`config.mk`:
```
export PLATFORM = sky130hd
export DESIGN_NAME = dmem_port_arbiter
export DESIGN_NICKNAME = d
export VERILOG_FILES = /design/src/rtl/dmem_port_arbiter_pkg.sv /design/src/rtl/dmem_rr_arb2.sv /design/src/rtl/dmem_port_arbiter.sv
export SDC_FILE = /design/constraint.sdc
export NUM_CORES = 1
export LEC_CHECK = 0
export CORE_MARGIN = 5
export CORE_UTILIZATION = 30
export CTS_BUF_LIST = sky130_fd_sc_hd__clkbuf_8 sky130_fd_sc_hd__clkbuf_16
export CTS_CLUSTER_DIAMETER = 150
export DETAILED_ROUTE_END_ITERATION = 10
export PLACE_DENSITY = 0.68
export SLEW_MARGIN = 15
export SYNTH_ARGS = -nofsm -noshare
export SYNTH_HDL_FRONTEND = slang
export SYNTH_SLANG_ARGS = --single-unit
```
`constraint.sdc`:
```
create_clock -name clk -period 7.3 [get_ports clk]
set_clock_uncertainty 0.1 [all_clocks]
set_input_delay 2.19 -clock clk [delete_from_list [all_inputs] [get_ports clk]]
set_output_delay 2.19 -clock clk [all_outputs]
set_load 0.02 [all_outputs]
```
`src/rtl/dmem_port_arbiter_pkg.sv`:
```
// Shared DMEM access definitions: funct3 codes, FSM states, latched request record
// and the funct3 legality rule used by the arbiter front end.
package dmem_port_arbiter_pkg;

  localparam logic [2:0] F3_LB  = 3'b000;
  localparam logic [2:0] F3_LH  = 3'b001;
  localparam logic [2:0] F3_LW  = 3'b010;
  localparam logic [2:0] F3_LBU = 3'b100;
  localparam logic [2:0] F3_LHU = 3'b101;
  localparam logic [2:0] F3_SB  = 3'b000;
  localparam logic [2:0] F3_SH  = 3'b001;
  localparam logic [2:0] F3_SW  = 3'b010;

  typedef enum logic [1:0] {
    ST_IDLE   = 2'd0,
    ST_ACCESS = 2'd1,
    ST_RESP   = 2'd2
  } state_t;

  typedef struct packed {
    logic        we;
    logic [31:0] addr;
    logic [31:0] wdata;
    logic [2:0]  funct3;
  } dmem_req_t;

  function automatic logic funct3_legal(input logic we, input logic [2:0] f3);
    if (we)
      return (f3 == F3_SB) || (f3 == F3_SH) || (f3 == F3_SW);
    return (f3 == F3_LB) || (f3 == F3_LH) || (f3 == F3_LW) ||
           (f3 == F3_LBU) || (f3 == F3_LHU);
  endfunction

endpackage

```
`src/rtl/dmem_rr_arb2.sv`:
```
// Two-way arbiter for the DMEM port: CPU-priority with port-1 starvation guard, or
// round-robin. Grant is combinational; history updates only on arb_en.
module dmem_rr_arb2
  import dmem_port_arbiter_pkg::*;
#(
  parameter int CPU_PRIORITY = 1,
  parameter int MAX_WAIT     = 4
) (
  input  logic       clk,
  input  logic       reset,
  input  logic [1:0] req,
  input  logic       arb_en,
  output logic [1:0] grant,
  output logic       grant_id
);

  localparam int WW = (MAX_WAIT < 1) ? 1 : $clog2(MAX_WAIT + 1);
  localparam logic [WW-1:0] MAX_W = WW'(MAX_WAIT);

  logic          r_last_grant;
  logic [WW-1:0] r_wait_cnt;
  logic          w_pick1;
  logic          w_take;

  always_comb begin
    w_pick1 = 1'b0;
    case (req)
      2'b10: w_pick1 = 1'b1;
      2'b11: begin
        if (CPU_PRIORITY != 0)
          w_pick1 = (r_wait_cnt == MAX_W);
        else
          w_pick1 = ~r_last_grant;
      end
      default: w_pick1 = 1'b0;
    endcase
  end

  assign w_take   = arb_en & (|req);
  assign grant_id = w_pick1;
  assign grant    = w_take ? (w_pick1 ? 2'b10 : 2'b01) : 2'b00;

  // wait_cnt counts only real losses: port 1 asking while port 0 is granted
  always_ff @(posedge clk) begin
    if (reset) begin
      r_last_grant <= 1'b1;
      r_wait_cnt   <= '0;
    end else if (w_take) begin
      r_last_grant <= w_pick1;
      if (w_pick1)
        r_wait_cnt <= '0;
      else if (req[1] && (r_wait_cnt != MAX_W))
        r_wait_cnt <= r_wait_cnt + WW'(1);
    end
  end

endmodule

```
`src/rtl/dmem_port_arbiter.sv`:
```
// Shares one DMEM between CPU (port 0) and DMA (port 1): IDLE -> ACCESS -> RESP, ack at G+2
// (G+1 on reject). Requesters hold req until ack; req is ignored while busy.
module dmem_port_arbiter
  import dmem_port_arbiter_pkg::*;
#(
  parameter int WORDS        = 1024,
  parameter int CPU_PRIORITY = 1,
  parameter int MAX_WAIT     = 4
) (
  input  logic        clk,
  input  logic        reset,
  input  logic        p0_req,
  input  logic        p0_we,
  input  logic [31:0] p0_addr,
  input  logic [31:0] p0_wdata,
  input  logic [2:0]  p0_funct3,
  output logic        p0_ack,
  output logic        p0_err,
  output logic [31:0] p0_rdata,
  input  logic        p1_req,
  input  logic        p1_we,
  input  logic [31:0] p1_addr,
  input  logic [31:0] p1_wdata,
  input  logic [2:0]  p1_funct3,
  output logic        p1_ack,
  output logic        p1_err,
  output logic [31:0] p1_rdata,
  output logic        mem_MemRead,
  output logic        mem_MemWrite,
  output logic [31:0] mem_address,
  output logic [31:0] mem_write_data,
  output logic [2:0]  mem_funct3,
  input  logic [31:0] mem_read_data,
  output logic        busy,
  output logic        grant_id
);

  state_t      r_state;
  state_t      w_next_state;
  dmem_req_t   r_req;
  dmem_req_t   w_sel;
  logic        r_grant_id;
  logic        r_err;
  logic [31:0] r_rdata;
  logic        w_arb_en;
  logic [1:0]  w_grant;
  logic        w_grant_id;
  logic        w_legal;
  logic        w_access;
  logic        w_resp;

  assign w_arb_en = (r_state == ST_IDLE);

  dmem_rr_arb2 #(
    .CPU_PRIORITY (CPU_PRIORITY),
    .MAX_WAIT     (MAX_WAIT)
  ) u_arb (
    .clk      (clk),
    .reset    (reset),
    .req      ({p1_req, p0_req}),
    .arb_en   (w_arb_en),
    .grant    (w_grant),
    .grant_id (w_grant_id)
  );

  always_comb begin
    w_sel = '{we: p0_we, addr: p0_addr, wdata: p0_wdata, funct3: p0_funct3};
    if (w_grant[1])
      w_sel = '{we: p1_we, addr: p1_addr, wdata: p1_wdata, funct3: p1_funct3};
  end

  assign w_legal = funct3_legal(w_sel.we, w_sel.funct3) && (w_sel.addr < 32'(WORDS));

  always_ff @(posedge clk) begin
    if (reset)
      r_state <= ST_IDLE;
    else
      r_state <= w_next_state;
  end

  always_comb begin
    w_next_state = r_state;
    case (r_state)
      ST_IDLE:   if (|w_grant) w_next_state = w_legal ? ST_ACCESS : ST_RESP;
      ST_ACCESS: w_next_state = ST_RESP;
      ST_RESP:   w_next_state = ST_IDLE;
      default:   w_next_state = ST_IDLE;
    endcase
  end

  // rdata is cleared at grant so stores and rejects answer with zero
  always_ff @(posedge clk) begin
    if (reset) begin
      r_req      <= '0;
      r_grant_id <= 1'b0;
      r_err      <= 1'b0;
      r_rdata    <= '0;
    end else if ((r_state == ST_IDLE) && (|w_grant)) begin
      r_req      <= w_sel;
      r_grant_id <= w_grant_id;
      r_err      <= ~w_legal;
      r_rdata    <= '0;
    end else if ((r_state == ST_ACCESS) && !r_req.we) begin
      r_rdata    <= mem_read_data;
    end
  end

  // Reset gating keeps a reset cycle from committing a store or emitting an ack
  assign w_access = (r_state == ST_ACCESS) & ~reset;
  assign w_resp   = (r_state == ST_RESP) & ~reset;

  assign mem_MemRead    = w_access & ~r_req.we;
  assign mem_MemWrite   = w_access & r_req.we;
  assign mem_address    = w_access ? r_req.addr   : 32'd0;
  assign mem_write_data = w_access ? r_req.wdata  : 32'd0;
  assign mem_funct3     = w_access ? r_req.funct3 : 3'd0;

  assign p0_ack   = w_resp & ~r_grant_id;
  assign p1_ack   = w_resp & r_grant_id;
  assign p0_err   = p0_ack & r_err;
  assign p1_err   = p1_ack & r_err;
  assign p0_rdata = p0_ack ? r_rdata : 32'd0;
  assign p1_rdata = p1_ack ? r_rdata : 32'd0;

  assign busy     = (r_state != ST_IDLE) & ~reset;
  assign grant_id = r_grant_id & ~reset;

endmodule
```
==> results of run 1 <==
[registers in the layout, summed over array words and instances (netlist names)]
name / cells
r_rdata: 32
r_grant_id: 1
r_err: 1
u_arb.r_wait_cnt: 3
r_req: 68
r_state: 2
[stage by stage]
step	setup slack, ps	util (%)	total power [mW]
detailed placement	988	47.4	0.899
finish	1010	49.0	1.36
global route	842	49.0	1.43
global placement	1010	47.4	0.895
CTS	982	49.0	1.38
floorplan	1550	-	0.776
[worst max-delay path, stage by stage]
cell and delay [ps]:
buf_4 130, nor2b_1 150, and3b_1 500, buf_4 270
and2_1 140, clkdlybuf4s50_1 610
[metal layers]
metal	part of all wire, %	GRT usage (%)	vias to the layer above
met5	0	0	-
met4	2.3	5.88	0
met3	8.1	5.43	27
met2	47	29.2	210
met1	42	20.4	2430
li1	-	-	2801
[cells by family after synthesis]
kind of cell             synth area share [%]
AND/OR/NAND/NOR                          27.9
AO/OA/AOI/OAI                            15.0
flip-flops                               38.3
multiplexers                             12.2
buffers and inverters                    5.86
XOR/XNOR                                0.313
adder cells (fa/ha/maj)                 0.447
[synthesized netlist by cell type (3+ instances only)]
library cell	number	area, um^2
buf_12	6	120
a21oi_1	35	175
a211oi_1	57	428
clkbuf_1	42	158
and2_1	134	838
inv_1	3	11.3
nor3_1	3	15.0
a211oi_2	13	163
nor2_1	75	282
mux2i_1	68	681
buf_2	4	20.0
dfxtp_1	107	2140
o21ai_0	4	20.0
nand2_1	67	251
nor4_1	10	62.6
[power groups by stage]
stage	clock network (mW)	logic (mW)	registers, mW
6_report	0.476	0.240	0.642
3_5_place_dp	0	0.243	0.656
2_1_floorplan	0	0.127	0.648
3_3_place_gp	0	0.240	0.655
4_1_cts	0.490	0.244	0.643
5_1_grt	0.514	0.264	0.647
[placed cells by master (no fill, tap or decap), types with 3 or more instances in the layout]
master	n
and2_1	134
dfxtp_1	107
nand2_1	67
nor3_1	3
a211oi_2	13
inv_1	3
clkdlybuf4s50_1	309
o21ai_0	4
mux2i_1	68
buf_4	10
nor4_1	10
nor2_1	73
inv_6	3
clkbuf_16	9
a211oi_1	57
a21oi_1	35
[worst min path at each step]
stage,startpoint,end,slack [ps],cells after the start
floorplan,r_rdata[0],r_rdata[0],340,2
global placement,r_rdata[31],r_rdata[31],350,2
detailed placement,r_rdata[31],r_rdata[31],360,2
CTS,r_rdata[31],r_rdata[31],370,2
global route,r_rdata[5],r_rdata[5],390,2
finish,r_rdata[5],r_rdata[5],370,2
[area by class of cell]
type / count / area, um^2
fillers: 1802 / 9450
repair buffers: 320 / 3190
multi-input cells: 492 / 3150
flip-flops and latches: 107 / 2140
well taps: 234 / 293
clock buffers: 9 / 225
clock inverters: 7 / 57.6
inverters: 3 / 11.3
==> out/metrics.yaml, run 1 <==
routing:
  wl_mm: 19.3
  ant_nets: 0
  vias: 5468
  avgViaCountPerCell: 4.67
  drt_iter0_markers: 205
  drc: 0
  drt_pass1_iterations: 4
  wire_per_inst_um: 16.4
clock_network:
  cts.hold.buffers_added: 0
  clock_path_buffers: 2
  tritoncts: "yes"
  worstSkewPairLatency_ps: 340
  cts_max_level: 3
  cts_root_buffer: "clkbuf_16"
  postCtsSetupBuffers: 0
  clk_pin_slew_ps: 70
  ctsResizeCount: 0
  cts_num_sinks: 107
  cts-buffers-inserted: 9
setup_path:
  crit_path_start_kind: "primary input"
  worstRegToRegCells: 5
  reg2reg_slack_ps: 4700
  startpoint: "reset"
  cp_data_arrival_time_ps: 4000
  crit_fanout: 19
  reg2reg_from: "r_state[1]"
  end_kind: "output pin"
  setup.worst_path.end: "p1_rdata[12]"
  reg2reg_to: "r_req[5]"
  cp.required_ps: 5010
  path_class: "in2out"
sta:
  slew_headroom_pct: 24.7
  setup_viol_count_final: 0
  tightest_slew_ps: 1130
  fmax_mhz: 159
  finalCritPeriodShare_pct: 86.1
  rsz0062_at_grt: "no"
  holdWs_ps: 371
  timing.final.max_slew_violations: 0
  fin_setup_tns_ps: 0
  final_hold_viol_count: 0
  finalCriticalPeriod_ps: 6290
global_route:
  antenna_found_initial: 0
  grt_max_degree: 98
  gr-total-overflow: 0
  grt_pass1_wl_mm: 29.6
  grt_usage_pct: 17.2
  grt_pass1_vias: 5344
place:
  postPlaceCellArea_mm2: 0.00878
  numPortBuffers: 310
  placed_cells: 1156
  dp_hpwl_mm: 14.8
  place_congestion: 0.829
cells_and_area:
  fin_cells: 1172
  drive_above_1_share_pct: 5.12
  stdcell_area_mm2: 0.00907
  syn2layout_area_growth_pct: 62.0
  nets: 1107
  n_antenna_cell: 0
synth:
  ys_ff_latch: 107
  synth_edf_count: 0
  syn_area_per_cell_um2: 8.53
  netlist_area_mm2: 0.00560
  yosysWarnings: 0
  synth_cell_types: 38
  async_flop_share_pct: 0
  syn_nets: 830
  ys_seq_area_share_pct: 38.3
  synth_ff_type: "dfxtp_1"
  synthCells: 656
pwr:
  pwr-share-seq_pct: 47.3
  p_leak_nw: 3.22
  powerDensity_mw_per_mm2: 150
  pwr-share-comb_pct: 17.7
  internal_power_mw: 0.996
  netSwitchingPower_mw: 0.362
  swShare_pct: 26.6
  clockPowerShare_pct: 35.0
  peakVddDrop_mv: 0.102
floorplanning:
  io_pins: 311
  die_w_um: 147
  dieArea_mm2: 0.0215
  initial_core_util_pct: 30.2
  core_area_mm2: 0.0185
  rows: 50
  die_h_um: 147
worst_hold_path:
  hold_class: "reg2reg"
status:
  status: "finished clean"
flow_run:
  maxCapViolations: 0
(Power assumes the default switching activity.)
==> run 2: changes to the inputs <==
- HOLD_SLACK_MARGIN: not set -> 0.03
- REMOVE_ABC_BUFFERS: not set -> 1
==> run 2 against run 1 <==
Compared with the run above:
- die area is the same
- worst hold slack lost 10 ps
- design area is essentially flat
- combinational power is essentially flat
- non-clock buffer count shrank 2
- worst setup slack gained 180 ps
- critical path type unchanged
==> out/metrics.yaml, run 2 (synthesized netlist as in run 1, its figures left out) <==
status:
  status: "finished clean"  # unchanged
pwr:
  peakVddDrop_mv: 0.0987  # was 0.102 mV
  pwr-share-seq_pct: 47.2  # was 47.3%
  powerDensity_mw_per_mm2: 151  # was 150 mW/mm^2
  netSwitchingPower_mw: 0.344  # was 0.362 mW
  pwr-share-comb_pct: 17.6  # was 17.7%
  p_leak_nw: 3.22  # about the same
  clockPowerShare_pct: 35.2  # was 35.0%
  swShare_pct: 25.2  # was 26.6%
  internal_power_mw: 1.02  # was 0.996 mW
cells_and_area:
  drive_above_1_share_pct: 4.81  # was 5.12%
  top_register: "r_req"  # unchanged
  seq_area_mm2: 0.00214  # unchanged
  fillCellCount: 1834  # was 1802
  multi_input_area_mm2: 0.00315  # about the same
  mostFrequentLayoutCell: "clkdlybuf4s50_1"  # unchanged
  final_core_util_pct: 49.0  # about the same
  largest_register_ffs: 68  # unchanged
  syn2layout_area_growth_pct: 62.0  # about the same
  nets: 1105  # was 1107
  top_regs: "r_req x68, r_rdata x32, u_arb.r_wait_cnt x3"  # unchanged
  n_antenna_cell: 0  # unchanged
  layout_common_cells: "clkdlybuf4s50_1, and2_1, dfxtp_1"  # unchanged
sta:
  timing.final.max_slew_violations: 0  # unchanged
  finalCriticalPeriod_ps: 6110  # was 6290 ps
  final_hold_viol_count: 0  # unchanged
  setup_viol_count_final: 0  # unchanged
  slew_headroom_pct: 30.5  # was 24.7%
  tightest_slew_ps: 1040  # was 1130 ps
  rsz0062_at_grt: "no"  # unchanged
  fin_setup_tns_ps: 0  # unchanged
  fmax_mhz: 164  # was 159 MHz
  finalCritPeriodShare_pct: 83.7  # was 86.1%
  holdWs_ps: 361  # was 371 ps
setup_path:
  crit_fanout: 22  # was 19
  path_class: "in2out"  # unchanged
  cp.required_ps: 5010  # about the same
  crit_family: "buffers and inverters"  # unchanged
  slowest_stage: "clkdlybuf4s50_1"  # unchanged
  cp_data_arrival_time_ps: 3820  # was 4000 ps
  worst-path-buf-inv: 3  # unchanged
  crit_top_cell: "buf_4"  # unchanged
  path_cells: "buf_4 > nor2_4 > buf_4 > and2_1 > clkdlybuf4s50_1"  # was buf_4 > nor2b_1 > and3b_1 > buf_4 > and2_1 > clkdlybuf4s50_1
  slowest_delay_ps: 610  # about the same
  end_kind: "output pin"  # unchanged
  crit_path_start_kind: "primary input"  # unchanged
routing:
  avgViaCountPerCell: 4.71  # was 4.67
  vias: 5501  # was 5468
  ant_nets: 0  # unchanged
  wl_mm: 19.2  # was 19.3 mm
  drc: 0  # unchanged
  wire_per_inst_um: 16.4  # about the same
  drt_pass1_iterations: 4  # unchanged
  drt_iter0_markers: 134  # was 205
clock_network:
  cts_max_level: 3  # unchanged
  clock_path_buffers: 2  # unchanged
  clk_pin_slew_ps: 70  # about the same
  cts_root_buffer: "clkbuf_16"  # unchanged
  cts-buffers-inserted: 9  # unchanged
  tritoncts: "yes"  # unchanged
  ctsResizeCount: 0  # unchanged
  cts_num_sinks: 107  # unchanged
  cts.hold.buffers_added: 0  # unchanged
  worstSkewPairLatency_ps: 340  # about the same
  postCtsSetupBuffers: 0  # unchanged
flow_run:
  maxCapViolations: 0  # unchanged
worst_hold_path:
  hold_class: "reg2reg"  # unchanged
floorplanning:
  io_pins: 311  # unchanged
  dieArea_mm2: 0.0215  # unchanged
  die_h_um: 147  # unchanged
  core_area_mm2: 0.0185  # unchanged
  initial_core_util_pct: 30.2  # unchanged
  die_w_um: 147  # unchanged
  rows: 50  # unchanged
place:
  place_congestion: 0.784  # was 0.829
  numPortBuffers: 310  # unchanged
  dp_hpwl_mm: 14.8  # about the same
global_route:
  grt_max_degree: 97  # was 98
  antenna_found_initial: 0  # unchanged
  grt_pass1_wl_mm: 29.3  # was 29.6 mm
  grt_usage_pct: 17.1  # was 17.2%
  grt_pass1_vias: 5301  # was 5344
  gr-total-overflow: 0  # unchanged
-- run 2: power by group through the flow --
| stage | clock network (mW) | logic [mW] | registers [mW] |
|---|---|---|---|
| final | 0.481 | 0.241 | 0.644 |
| after global routing | 0.521 | 0.264 | 0.648 |
| after floorplan | 0 | 0.114 | 0.649 |
| after detailed placement | 0 | 0.244 | 0.656 |
| after global placement | 0 | 0.239 | 0.657 |
| after CTS | 0.502 | 0.244 | 0.644 |
-- run 2: worst register-to-register path, stage by stage, from the launching register on --
cell      delay (ps)
dfxtp_1          360
nor2_1           220
o21a_4           820
buf_4            650
nor2_1           140
a211oi_2         220
-- run 2: metal layers --
layer / wire length, um / GRT usage (%) / vias up
met5: 0 / 0 / -
met4: 272 / 4.80 / 0
met3: 1820 / 6.42 / 16
met2: 8750 / 28.0 / 240
met1: 8350 / 21.0 / 2464
li1: - / - / 2781
-- run 2: final timing paths --
check,from,slack [ps],end,cells past startpoint
max,reset,1190,mem_write_data[15],5
min,r_rdata[0],360,r_rdata[0],2
max reg2reg,r_state[1],4730,r_req[14],5
min reg2reg,r_rdata[0],360,r_rdata[0],2
-- run 2: per-stage QoR --
stage	std cells	total power [mW]	setup slack (ps)	instance area [um^2]
after floorplan	602	0.762	78.5	5280
after global placement	1154	0.896	1210	8780
after detailed placement	1154	0.900	1160	8780
after CTS	1169	1.39	1150	9070
after global routing	1169	1.43	1040	9070
final	1169	1.36	1190	9070
-- run 2: layout make-up --
type | instances | area share, %
repair buffers | 318 | 35.1
multi-input cells | 492 | 34.8
flip-flops and latches | 107 | 23.6
well taps | 234 | 3.23
clock buffers | 9 | 2.48
clock inverters | 6 | 0.648
inverters | 3 | 0.124
==> run 3: changes to the inputs <==
- clock period: 7.3 -> 5.65 ns (I/O delays scaled with it)
==> run 3 against run 2 <==
Compared with the run above:
- power up 32%
- sequential cell count unchanged
- die area stayed put
- combinational power rose by 29%
- worst hold slack about the same
- cell count up 0.51%
- routed wire length shrank 1.2%
- global-route usage is 0.082 points higher
- clock-buffer cell count increased by 2
- design area increased by 0.57%
- worst setup slack worse by 590 ps
- first-iteration DRC count decreased by 7.5%
==> out/metrics.yaml, run 3 (synthesized netlist as in run 1, its figures left out) <==
floorplanning:
  io_pins: 311  # unchanged
  die_w_um: 147  # unchanged
  rows: 50  # unchanged
  initial_core_util_pct: 30.2  # unchanged
  dieArea_mm2: 0.0215  # unchanged
  core_area_mm2: 0.0185  # unchanged
  die_h_um: 147  # unchanged
place:
  pre_cts_slack_ps: 599  # was 1160 ps
  dp_hpwl_mm: 14.6  # was 14.8 mm
  numPortBuffers: 310  # unchanged
  place_congestion: 0.816  # was 0.784
pwr:
  pwr-share-comb_pct: 17.3  # was 17.6%
  netSwitchingPower_mw: 0.447  # was 0.344 mW
  clockPowerShare_pct: 36.6  # was 35.2%
  powerDensity_mw_per_mm2: 197  # was 151 mW/mm^2
  internal_power_mw: 1.35  # was 1.02 mW
  swShare_pct: 24.8  # was 25.2%
  power_mw: 1.80  # was 1.36 mW
  pwr-share-seq_pct: 46.0  # was 47.2%
  p_leak_nw: 3.26  # was 3.22 nW
  peakVddDrop_mv: 0.128  # was 0.0987 mV
cells_and_area:
  syn2layout_area_growth_pct: 63.0  # was 62.0%
  largest_register_ffs: 68  # unchanged
  nets: 1110  # was 1105
  top_register: "r_req"  # unchanged
  mostFrequentLayoutCell: "clkdlybuf4s50_1"  # unchanged
  top_regs: "r_req x68, r_rdata x32, u_arb.r_wait_cnt x3"  # unchanged
  drive_above_1_share_pct: 5.31  # was 4.81%
  layout_common_cells: "clkdlybuf4s50_1, and2_1, dfxtp_1"  # unchanged
  final_core_util_pct: 49.3  # was 49.0%
  n_antenna_cell: 0  # unchanged
setup_path:
  crit_fanout: 50  # was 22
  path_class: "in2out"  # unchanged
  reg2reg_to: "r_req[44]"  # was r_req[14]
  cp_data_arrival_time_ps: 3250  # was 3820 ps
  reg2reg_from: "r_state[1]"  # unchanged
  worstRegToRegCells: 5  # unchanged
  cp.required_ps: 3860  # was 5010 ps
  crit_path_start_kind: "primary input"  # unchanged
  startpoint: "reset"  # unchanged
  end_kind: "output pin"  # unchanged
  reg2reg_slack_ps: 3280  # was 4730 ps
sta:
  holdWs_ps: 361  # about the same
  finalCritPeriodShare_pct: 89.3
  setup_viol_count_final: 0  # unchanged
  setup_ws_ps: 602  # was 1190 ps
  tightest_slew_ps: 1070  # was 1040 ps
  rsz0062_at_grt: "no"  # unchanged
  fmax_mhz: 198
  slew_headroom_pct: 28.3  # was 30.5%
  finalCriticalPeriod_ps: 5050
  timing.final.max_slew_violations: 0  # unchanged
  final_hold_viol_count: 0  # unchanged
  fin_setup_tns_ps: 0  # unchanged
clock_network:
  cts_max_level: 3  # unchanged
  cts_root_buffer: "clkbuf_16"  # unchanged
  cts_num_sinks: 107  # unchanged
  tritoncts: "yes"  # unchanged
  cts.hold.buffers_added: 0  # unchanged
  clk_pin_slew_ps: 70  # about the same
  worstSkewPairLatency_ps: 340  # about the same
  ctsResizeCount: 0  # unchanged
  postCtsSetupBuffers: 0  # unchanged
  clock_path_buffers: 2  # unchanged
  cts-buffers-inserted: 9  # unchanged
routing:
  ant_nets: 0  # unchanged
  drt_iter0_markers: 124  # was 134
  drc: 0  # unchanged
  drt_pass1_iterations: 6  # was 4
  wl_mm: 19.0  # was 19.2 mm
  wire_per_inst_um: 16.1  # was 16.4 um
  avgViaCountPerCell: 4.66  # was 4.71
  vias: 5477  # was 5501
worst_hold_path:
  hold_start: "r_rdata[25]"  # was r_rdata[0]
  hold_class: "reg2reg"  # unchanged
  hold_depth: 2  # unchanged
  hold_path_end: "r_rdata[25]"  # was r_rdata[0]
flow_run:
  maxCapViolations: 0  # unchanged
global_route:
  grt_usage_pct: 17.1  # about the same
  grt_max_degree: 74  # was 97
  grt_pass1_wl_mm: 29.5  # was 29.3 mm
  antenna_found_initial: 0  # unchanged
  gr-total-overflow: 0  # unchanged
  grt_pass1_vias: 5367  # was 5301
status:
  status: "finished clean"  # unchanged
run 3: cell count changes in the layout (fill, tap and decap cells not counted), sizes merged:
cell	delta
clkinvlp	-2
buf	+5
inv	+2
clkinv	-1
clkbuf	+2
run 3: final cells by class:
cell class / instances / area, um^2
multi-input cells: 492 / 3150
well taps: 234 / 293
repair buffers: 323 / 3210
inverters: 3 / 11.3
clock buffers: 11 / 253
fillers: 1837 / 9400
clock inverters: 5 / 60.1
flip-flops and latches: 107 / 2140
run 3: metal layers:
metal	up-vias	global-route usage [%]	routed length (um)
met5	-	0	0
met4	0	4.00	201
met3	13	6.42	1830
met2	239	28.7	8850
met1	2428	20.9	8080
li1	2797	-	-
run 3: worst max-delay path, cell delays in order:
cell             delay [ps]
buf_4                   170
nor2_4                  120
buf_4                   370
and2_1                  220
clkdlybuf4s50_1         630
run 3: per-stage QoR:
| step | area [um^2] | std cells |
|---|---|---|
| 3_3_place_gp | 8810 | 1159 |
| 4_1_cts | 9120 | 1175 |
| 6_report | 9120 | 1175 |
| 2_1_floorplan | 5280 | 602 |
| 5_1_grt | 9120 | 1175 |
| 3_5_place_dp | 8810 | 1159 |
run 3: power groups by stage:
| stage | sequential (mW) | combinational (mW) | clock [mW] |
|---|---|---|---|
| 3_3_place_gp | 0.845 | 0.312 | 0 |
| 3_5_place_dp | 0.846 | 0.316 | 0 |
| 5_1_grt | 0.835 | 0.345 | 0.718 |
| 6_report | 0.829 | 0.312 | 0.660 |
| 4_1_cts | 0.829 | 0.317 | 0.686 |
| 2_1_floorplan | 0.838 | 0.147 | 0 |
run 3: worst max-delay path by stage:
| stage | slack, ps | end |
|---|---|---|
| 2_1_floorplan | -580 | p0_err |
| 6_report | 600 | mem_write_data[30] |
| 3_5_place_dp | 600 | mem_write_data[30] |
| 5_1_grt | 480 | p1_rdata[27] |
| 3_3_place_gp | 580 | mem_write_data[30] |
| 4_1_cts | 590 | mem_write_data[30] |
